<file path="config.mk">
export PLATFORM = sky130hd
export DESIGN_NAME = incr_share_arbiter
export DESIGN_NICKNAME = d
export VERILOG_FILES = /design/src/rtl/incr_share_arbiter.sv
export SDC_FILE = /design/constraint.sdc
export NUM_CORES = 1
export LEC_CHECK = 0
export CAP_MARGIN = 10
export CORE_UTILIZATION = 46
export CTS_CLUSTER_SIZE = 40
export DETAILED_ROUTE_END_ITERATION = 8
export MAX_ROUTING_LAYER = met4
export PLACE_DENSITY = 0.75
export SETUP_SLACK_MARGIN = 0.5
export SLEW_MARGIN = 20
export SYNTH_ARGS = -nofsm -noshare
export SYNTH_HDL_FRONTEND = slang
export SYNTH_SLANG_ARGS = --single-unit
export TNS_END_PERCENT = 5
</file>
<file path="constraint.sdc">
create_clock -name clk -period 1.8 [get_ports clk]
set_input_delay 0.54 -clock clk [delete_from_list [all_inputs] [get_ports clk]]
set_output_delay 0.54 -clock clk [all_outputs]
set_load 0.01 [all_outputs]
</file>
<file path="src/rtl/incr_share_arbiter.sv">
// Round-robin arbiter that time-shares one registered +1 incrementer between
// a full-width lane A and a (WIDTH-1)-bit lane B.
`ifndef WIDTH
`define WIDTH 8
`endif

module incr_share_arbiter #(
  parameter int WIDTH = `WIDTH
) (
  input  logic             clk,
  input  logic             rst,
  input  logic             req_a,
  input  logic [WIDTH-1:0] a_in,
  input  logic             req_b,
  input  logic [WIDTH-2:0] b_in,
  output logic             gnt_a,
  output logic             gnt_b,
  output logic             done_a,
  output logic             done_b,
  output logic [WIDTH-1:0] result_a,
  output logic [WIDTH-2:0] result_b,
  output logic             ovf_a,
  output logic             ovf_b,
  output logic             busy
);

  typedef enum logic [1:0] {
    IDLE = 2'd0,
    CALC = 2'd1,
    DONE = 2'd2
  } state_t;

  localparam logic LANE_A = 1'b0;
  localparam logic LANE_B = 1'b1;

  state_t           state_r, state_s;
  logic             last_r, last_s;
  logic             lane_r, lane_s;
  logic [WIDTH-1:0] opnd_r, opnd_s;
  logic             grant_s, win_b_s;
  logic [WIDTH-1:0] sum_s;

  logic             gnt_a_s, gnt_b_s, done_a_s, done_b_s;
  logic [WIDTH-1:0] result_a_s;
  logic [WIDTH-2:0] result_b_s;
  logic             ovf_a_s, ovf_b_s, busy_s;

  // Wrap detection at the width of the lane that owns the operand.
  function automatic logic all_ones(input logic [WIDTH-1:0] v, input logic narrow);
    if (narrow) begin
      all_ones = &v[WIDTH-2:0];
    end else begin
      all_ones = &v;
    end
  endfunction

  assign sum_s = opnd_r + {{(WIDTH-1){1'b0}}, 1'b1};

  // Arbitration: on contention the lane opposite the previous winner is served.
  always_comb begin
    grant_s = 1'b0;
    win_b_s = 1'b0;
    if ((state_r == IDLE) || (state_r == DONE)) begin
      grant_s = req_a | req_b;
      if (req_a && req_b) begin
        win_b_s = (last_r == LANE_A);
      end else begin
        win_b_s = req_b;
      end
    end else begin
      grant_s = 1'b0;
      win_b_s = 1'b0;
    end
  end

  // Next-state logic.
  always_comb begin
    state_s = state_r;
    case (state_r)
      IDLE:    state_s = grant_s ? CALC : IDLE;
      CALC:    state_s = DONE;
      DONE:    state_s = grant_s ? CALC : IDLE;
      default: state_s = IDLE;
    endcase
  end

  // Next values for the registered outputs and the captured operand.
  always_comb begin
    gnt_a_s    = 1'b0;
    gnt_b_s    = 1'b0;
    done_a_s   = 1'b0;
    done_b_s   = 1'b0;
    result_a_s = result_a;
    result_b_s = result_b;
    ovf_a_s    = ovf_a;
    ovf_b_s    = ovf_b;
    last_s     = last_r;
    lane_s     = lane_r;
    opnd_s     = opnd_r;
    if (grant_s) begin
      gnt_a_s = ~win_b_s;
      gnt_b_s = win_b_s;
      last_s  = win_b_s;
      lane_s  = win_b_s;
      opnd_s  = win_b_s ? {1'b0, b_in} : a_in;
    end else begin
      last_s = last_r;
      lane_s = lane_r;
      opnd_s = opnd_r;
    end
    if (state_r == CALC) begin
      if (lane_r == LANE_B) begin
        done_b_s   = 1'b1;
        result_b_s = sum_s[WIDTH-2:0];
        ovf_b_s    = all_ones(opnd_r, 1'b1);
      end else begin
        done_a_s   = 1'b1;
        result_a_s = sum_s;
        ovf_a_s    = all_ones(opnd_r, 1'b0);
      end
    end else begin
      done_a_s = 1'b0;
      done_b_s = 1'b0;
    end
    busy_s = (state_s != IDLE);
  end

  // State register; reset discards any in-flight operation.
  always_ff @(posedge clk or posedge rst) begin
    if (rst) begin
      state_r <= IDLE;
      last_r  <= LANE_B;
      lane_r  <= LANE_A;
      opnd_r  <= {WIDTH{1'b0}};
    end else begin
      state_r <= state_s;
      last_r  <= last_s;
      lane_r  <= lane_s;
      opnd_r  <= opnd_s;
    end
  end

  // Output registers.
  always_ff @(posedge clk or posedge rst) begin
    if (rst) begin
      gnt_a    <= 1'b0;
      gnt_b    <= 1'b0;
      done_a   <= 1'b0;
      done_b   <= 1'b0;
      result_a <= {WIDTH{1'b0}};
      result_b <= {(WIDTH-1){1'b0}};
      ovf_a    <= 1'b0;
      ovf_b    <= 1'b0;
      busy     <= 1'b0;
    end else begin
      gnt_a    <= gnt_a_s;
      gnt_b    <= gnt_b_s;
      done_a   <= done_a_s;
      done_b   <= done_b_s;
      result_a <= result_a_s;
      result_b <= result_b_s;
      ovf_a    <= ovf_a_s;
      ovf_b    <= ovf_b_s;
      busy     <= busy_s;
    end
  end

endmodule

</file>
==> results of run 1 <==
per-layer routing:
metal | vias up | track usage [%] | share of wire (%)
met5 | - | - | 0
met4 | 0 | 9.06 | 1.0
met3 | 6 | 7.81 | 7.1
met2 | 49 | 34.4 | 47
met1 | 555 | 22.7 | 44
li1 | 607 | - | -
Yosys cell counts (4+ instances only):
cell type | number | area, µm²
dfrtp_1 | 33 | 826
a21oi_1 | 8 | 40.0
o21ai_1 | 6 | 30.0
nand3_1 | 4 | 20.0
o21ai_0 | 14 | 70.1
a31oi_1 | 5 | 31.3
nand2_1 | 27 | 101
nor2_1 | 8 | 30.0
a22oi_1 | 7 | 52.6
worst register-to-register path: cells and delay by family (launching register included):
family / cells / cell delay, ns
AOI/OAI and AO/OA: 1 / 0.14
DFF: 1 / 0.47
and+or+nand+nor: 2 / 0.55
buffers and inverters: 1 / 0.16
layout make-up:
| type | count | area [µm²] | area share [%] |
|---|---|---|---|
| clock buffers | 7 | 55.1 | 2.86 |
| multi-input cells | 99 | 544 | 28.3 |
| inverters | 5 | 18.8 | 0.975 |
| flip-flops and latches | 34 | 853 | 44.3 |
| well taps | 31 | 38.8 | 2.01 |
| repair buffers | 54 | 410 | 21.3 |
| clock inverters | 1 | 5.00 | 0.260 |
where the power goes:
part / internal (mW) / switching, mW
Sequential: 1.00 / 0.156
Clock: 0.189 / 0.240
Combinational: 0.425 / 0.428
sequential cells by signal, indices dropped and copies added, names as in the netlist:
| register | cells |
|---|---|
| busy | 1 |
| done_a | 1 |
| done_b | 1 |
| gnt_a | 1 |
| gnt_b | 1 |
| lane_r | 1 |
| last_r | 1 |
| opnd_r | 8 |
| ovf_a | 1 |
| ovf_b | 1 |
| result_a | 8 |
| result_b | 7 |
| state_r | 2 |
stage by stage:
stage / worst slack, ns / hold slack, ns / total power [mW] / instances
finish: 0.393 / 0.452 / 2.44 / 231
detailed placement: 0.0181 / 0.450 / 2.10 / 215
global placement: 0.108 / 0.436 / 2.06 / 215
floorplan: 0.514 / 0.418 / 1.58 / 143
global route: 0.336 / 0.445 / 2.61 / 231
CTS: 0.367 / 0.439 / 2.43 / 229
path summary, 6_finish.rpt:
path | startpoint | slack, ns | endpoint
setup / recovery | result_a[4]$_DFFE_PP0P_ | 0.39 | result_a[4]
hold / removal | rst | 0.45 | lane_r$_DFFE_PP0P_
setup reg to reg | state_r[0]$_DFF_PP0_ | 0.41 | result_a[5]$_DFFE_PP0P_
hold reg to reg | state_r[1]$_DFF_PP0_ | 0.47 | state_r[1]$_DFF_PP0_
max in group asynchronous | rst | 0.90 | opnd_r[0]$_DFFE_PP0P_
min in group clk | state_r[1]$_DFF_PP0_ | 0.47 | state_r[1]$_DFF_PP0_
cell families (layout without fill, tap and decap cells):
family / after synthesis / count (layout) / share of synthesized area [%]
AO/OA/AOI/OAI: 42 / 42 / 17.1
XOR/XNOR: 3 / 3 / 1.85
adder cells (fa/ha/maj): 1 / 1 / 0.879
buffers and inverters: 10 / 67 / 2.81
flip-flops: 34 / 34 / 59.8
AND/OR/NAND/NOR: 53 / 53 / 17.5
repair_timing:
action,4_1_cts,5_1_grt
setup buffers,6,2
setup endpoints to repair,42,41
resized for setup,90,3
==> impl_summary.txt, run 1 <==
----------------------------------------------------
[Synth]
  Count of flip-flops with a built-in enable after synthesis ... 0
  Summed instance area of the synthesized netlist ... 1420 µm²
  Number of nets produced by synthesis ... 163
  Total of flip-flops plus latches after synthesis ... 34
  Main synth FF type ... dfrtp_1
  YS warnings ... 0
  Distinct cell type count of the synthesized netlist ... 28
  Post-synth ARST share ... 100%
  Fraction of the yosys area taken by sequential cells ... 59.8%
  Cells after synthesis ... 143
  Average cell area after synthesis ... 9.96 µm²

[Power]
  Leak ... 0.924 nW
  Worst supply voltage drop on vdd ... 0.000592 V
  Power density relative to cell area ... 1270 nW/µm²

[Cells and area]
  Fraction of final layout cells sized beyond drive strength 1 ... 25.5%
  Final-layout fill cell count ... 248
  ANT cells ... 0
  Most common library cell in the layout ignoring fill and taps ... dfrtp_1
  Commonest cells after routing, fill and taps aside ... 32 x dfrtp_1, 27 x nand2_1, 22 x buf_2
  Area delta synth->final ... 35.2%
  Final std cell area, no fill ... 1930 µm²
  Net count reported at finish ... 219
  Utilization of the core after routing ... 67.5%

[Status]
  Run status ... finished, violations left
  Violated checks ... design-rule violations

[Place]
  # port buffers ... 40
  Cell area reported after detailed placement ... 1910 µm²
  Post-detail-place hpwl ... 2220 µm
  Placer's final routability congestion estimate ... 0.800

[Global routing]
  Overall Global Routing Usage ... 20.9%
  Overall overflow remaining after global route ... 0
  Number of global-route vias before repair ... 1188
  Wire length of the first global-routing pass ... 4980 µm
  Number of antenna violations at the first check in global routing ... 0
  Maximum number of pins on one net before global-route repair ... 30

[Worst setup path]
  Depth of the critical timing path with buffers and inverters included ... 1
  Crit path max-delay cell type ... dfrtp_1
  Buf+Inv Stages, Crit Path ... 1
  Element type at the critical path start ... register
  Critical path type ... register to output port
  Arrival time of the worst setup path ... 0.87 ns
  List of cells traversed by the critical path ... buf_2
  Cell type group with the largest total delay on the critical path ... flip-flops
  Critical Path RT ... 1.26 ns
  Worst Reg2Reg Path Length in Cells ... 4
  Crit-path max FO ... 2
  Element type at the critical path end ... output port
  Largest stage delay on the critical path ... 0.39 ns

[Timing]
  RSZ-0062 raised after global routing ... true
  Max-slew headroom at the worst pin ... 79.5%
  Final number of setup-violating endpoints ... 0
  Final setup TNS ... 0 ns
  Fin crit period ... 1.41 ns
  Final period util ... 78.2%
  Fin Clk Skew ... 0.00679 ns
  Number of pins with negative max-slew slack in the final report ... 0
  Worst Max-Slew Pin Slew ... 0.307 ns
  Fin. Hold Viols ... 0
  Maximum clock rate ... 0.710 GHz

[Routing]
  Detailed-routing iteration count for the pre-antenna-repair pass ... 6
  Final routed wirelength across all metal layers ... 3000 µm
  Wirelength per Cell ... 13.0 µm
  Total number of vias ... 1217
  DR vias/cell ... 5.27
  Remaining DRCs ... 4
  Antenna Nets Post-Route ... 0
  First DRT Iteration DRCs ... 24

[CTS]
  Clock latency on the worst-skew pair ... 0.33 ns
  H-tree depth ... 2
  TritonCTS clock tree ... yes
  Num Clock Sinks ... 34
  Clock Tree Root ... clkbuf_4
  Longest Clk Path Bufs ... 2
  Worst-path clk slew ... 0.10 ns
  TritonCTS buffer count ... 5
  Cts-stage hold buffer count ... 0

[Floorplanning]
  Die footprint ... 3320 µm²
  Placement Rows ... 19
  Die Span X ... 57.6 µm
  Height of the die ... 57.6 µm
  Placeable core area ... 2850 µm²
  Effective utilization at floorplan ... 49.9%
  Number of I/O pins ... 41

[Job]
  Number of max-cap violations ... 0

[Hold path]
  Hold Path Class ... input pin to async pin

----------------------------------------------------
Note: power is estimated with default switching activity, not from simulation.
==> run 2, diff against run 1 <==
==> constraint.sdc (replaced) <==
create_clock -name clk -period 1.5 [get_ports clk]
set_input_delay 0.45 -clock clk [delete_from_list [all_inputs] [get_ports clk]]
set_output_delay 0.45 -clock clk [all_outputs]
set_load 0.01 [all_outputs]
==> impl_summary.txt, run 2 (synthesis gave the netlist of run 1 again) <==
----------------------------------------------------
[Cells and area]
  Area delta synth->final ... 38.8%
  Most common library cell in the layout ignoring fill and taps ... dfrtp_1
  ANT cells ... 0 (unchanged)
  Fraction of final layout cells sized beyond drive strength 1 ... 27.9% (+2.4 points)
  Final std cell area, no fill ... 1980 µm² (+2.6%)
  Net count reported at finish ... 220 (+0.46%)
  Final-layout fill cell count ... 239 (-3.6%)
  Registers with the most flip-flops ... opnd_r: 8 flops, result_a: 8 flops, result_b: 7 flops
  Commonest cells after routing, fill and taps aside ... 32 x dfrtp_1, 26 x nand2_1, 22 x buf_2

[Worst setup path]
  Element type at the critical path end ... output port
  Crit path max-delay cell type ... dfrtp_1
  Buf+Inv Stages, Crit Path ... 1 (unchanged)
  Largest stage delay on the critical path ... 0.40 ns (about the same)
  Flop2flop setup slack ... 0.22 ns (-0.19 ns)
  Element type at the critical path start ... register
  Critical Path RT ... 1.05 ns (-0.21 ns)
  Cell type group with the largest total delay on the critical path ... flip-flops
  Arrival time of the worst setup path ... 0.88 ns (about the same)
  Crit-path max FO ... 2 (unchanged)
  Critical path type ... register to output port
  List of cells traversed by the critical path ... buf_2

[Routing]
  Remaining DRCs ... 4 (unchanged)
  Wirelength per Cell ... 13.1 µm (+0.60%)
  Final routed wirelength across all metal layers ... 3030 µm (+1.0%)
  Detailed-routing iteration count for the pre-antenna-repair pass ... 7 (+1)
  First DRT Iteration DRCs ... 49 (+100%)
  DR vias/cell ... 5.37 (+1.9%)
  Total number of vias ... 1246 (+2.4%)
  Antenna Nets Post-Route ... 0 (unchanged)

[CTS]
  Clock latency on the worst-skew pair ... 0.33 ns (about the same)
  H-tree depth ... 2 (unchanged)
  TritonCTS buffer count ... 5 (unchanged)
  TritonCTS clock tree ... yes
  Num Clock Sinks ... 34 (unchanged)
  Longest Clk Path Bufs ... 2 (unchanged)
  Worst-path clk slew ... 0.10 ns (about the same)
  Clock Tree Root ... clkbuf_4

[Power]
  Internal power ... 2.01 mW (+24%)
  Sw Share ... 33.2% (-0.59 points)
  Clock network fraction of design power ... 20.3% (+2.7 points)
  Relative contribution of sequential cells to total power ... 46.1% (-1.4 points)
  Combinational fraction of design power ... 33.6% (-1.4 points)
  Power density relative to cell area ... 1520 nW/µm² (+20%)
  P_sw ... 0.999 mW (+21%)
  Leak ... 0.941 nW (+1.8%)
  Worst supply voltage drop on vdd ... 0.000787 V (+33%)

[Floorplanning]
  Effective utilization at floorplan ... 49.9% (unchanged)
  Height of the die ... 57.6 µm (unchanged)
  Placement Rows ... 19 (unchanged)
  Die footprint ... 3320 µm² (unchanged)
  Number of I/O pins ... 41 (unchanged)
  Placeable core area ... 2850 µm² (unchanged)
  Die Span X ... 57.6 µm (unchanged)

[Status]
  Run status ... finished, violations left
  Violated checks ... design-rule violations

[Timing]
  Fin Clk Skew ... 0.00764 ns (+0.000849 ns)
  Fin crit period ... 1.33 ns
  Number of pins with negative max-slew slack in the final report ... 0 (unchanged)
  Fin. Hold Viols ... 0 (unchanged)
  Max-slew headroom at the worst pin ... 83.6% (+4.1 points)
  Final number of setup-violating endpoints ... 0 (unchanged)
  Worst Max-Slew Pin Slew ... 0.246 ns (-0.0612 ns)
  Final period util ... 88.7%
  RSZ-0062 raised after global routing ... true
  Setup slack after layout ... 0.169 ns (-0.224 ns)
  Maximum clock rate ... 0.751 GHz

[Place]
  # port buffers ... 40 (unchanged)
  Cell area reported after detailed placement ... 1950 µm² (+2.3%)
  Placer's final routability congestion estimate ... 0.768 (-4.0%)
  Post-detail-place hpwl ... 2340 µm (+5.7%)
  Pre-CTS setup slack ... -0.176 ns (-0.194 ns)

[Global routing]
  Number of global-route vias before repair ... 1200 (+1.0%)
  Wire length of the first global-routing pass ... 5070 µm (+1.8%)
  Number of antenna violations at the first check in global routing ... 0 (unchanged)
  Overall overflow remaining after global route ... 0 (unchanged)
  Overall Global Routing Usage ... 21.3% (+0.33 points)
  Maximum number of pins on one net before global-route repair ... 20 (-33%)

[Hold path]
  Hold Path Class ... input pin to async pin

[Job]
  Number of max-cap violations ... 0 (unchanged)

----------------------------------------------------
## run 2: layout make-up
class | count | area [µm²] | share of cell area, %
clock buffer | 8 | 78.8 | 3.99
inverter | 5 | 25.0 | 1.27
multi-input combinational | 99 | 552 | 27.9
sequential | 34 | 853 | 43.2
tap | 31 | 38.8 | 1.96
timing repair buffer | 55 | 428 | 21.7
## run 2: what timing repair did
| item | in CTS | in global routing |
|---|---|---|
| resized for setup | 89 | 9 |
| setup endpoints to repair | 54 | 54 |
| hold buffers | 0 | 0 |
| buffers inserted | 3 | 1 |
| pin swaps | 0 | 2 |
## run 2: final timing paths
| check | from | to | cells past startpoint |
|---|---|---|---|
| min in group clk | state_r[1]$_DFF_PP0_ | state_r[1]$_DFF_PP0_ | 1 |
| worst min register to register | state_r[1]$_DFF_PP0_ | state_r[1]$_DFF_PP0_ | 1 |
| max in group asynchronous | rst | opnd_r[5]$_DFFE_PP0P_ | 3 |
| worst max register to register | opnd_r[1]$_DFFE_PP0P_ | result_b[6]$_DFFE_PP0P_ | 4 |
| worst max-delay path | result_a[0]$_DFFE_PP0P_ | result_a[0] | 1 |
| worst min-delay path | rst | busy$_DFF_PP0_ | 2 |
## run 2: metrics by stage
step	power [mW]	std cells	setup TNS, ns	hold WS, ns	util, %
2_1_floorplan	1.90	143	0	0.390	-
3_3_place_gp	2.50	220	-0.772	0.443	68.4
3_5_place_dp	2.55	220	-1.30	0.445	68.4
4_1_cts	3.00	231	0	0.389	68.1
5_1_grt	3.22	232	0	0.397	69.3
6_report	3.01	232	0	0.396	69.3
## run 2: metal layers
layer | track usage [%] | share of wire [%] | vias to the layer above
met5 | - | 0 | -
met4 | 9.41 | 2.3 | 0
met3 | 6.25 | 6.3 | 9
li1 | - | - | 606
met2 | 35.0 | 49 | 43
met1 | 24.0 | 43 | 588
## run 2: power by group through the flow
stage / Combinational (mW) / Clock, mW / Sequential, mW
finish: 1.01 / 0.613 / 1.39
global route: 1.12 / 0.662 / 1.43
CTS: 0.988 / 0.629 / 1.39
detailed placement: 1.13 / 0 / 1.42
global placement: 1.10 / 0 / 1.40
floorplan: 0.404 / 0 / 1.49
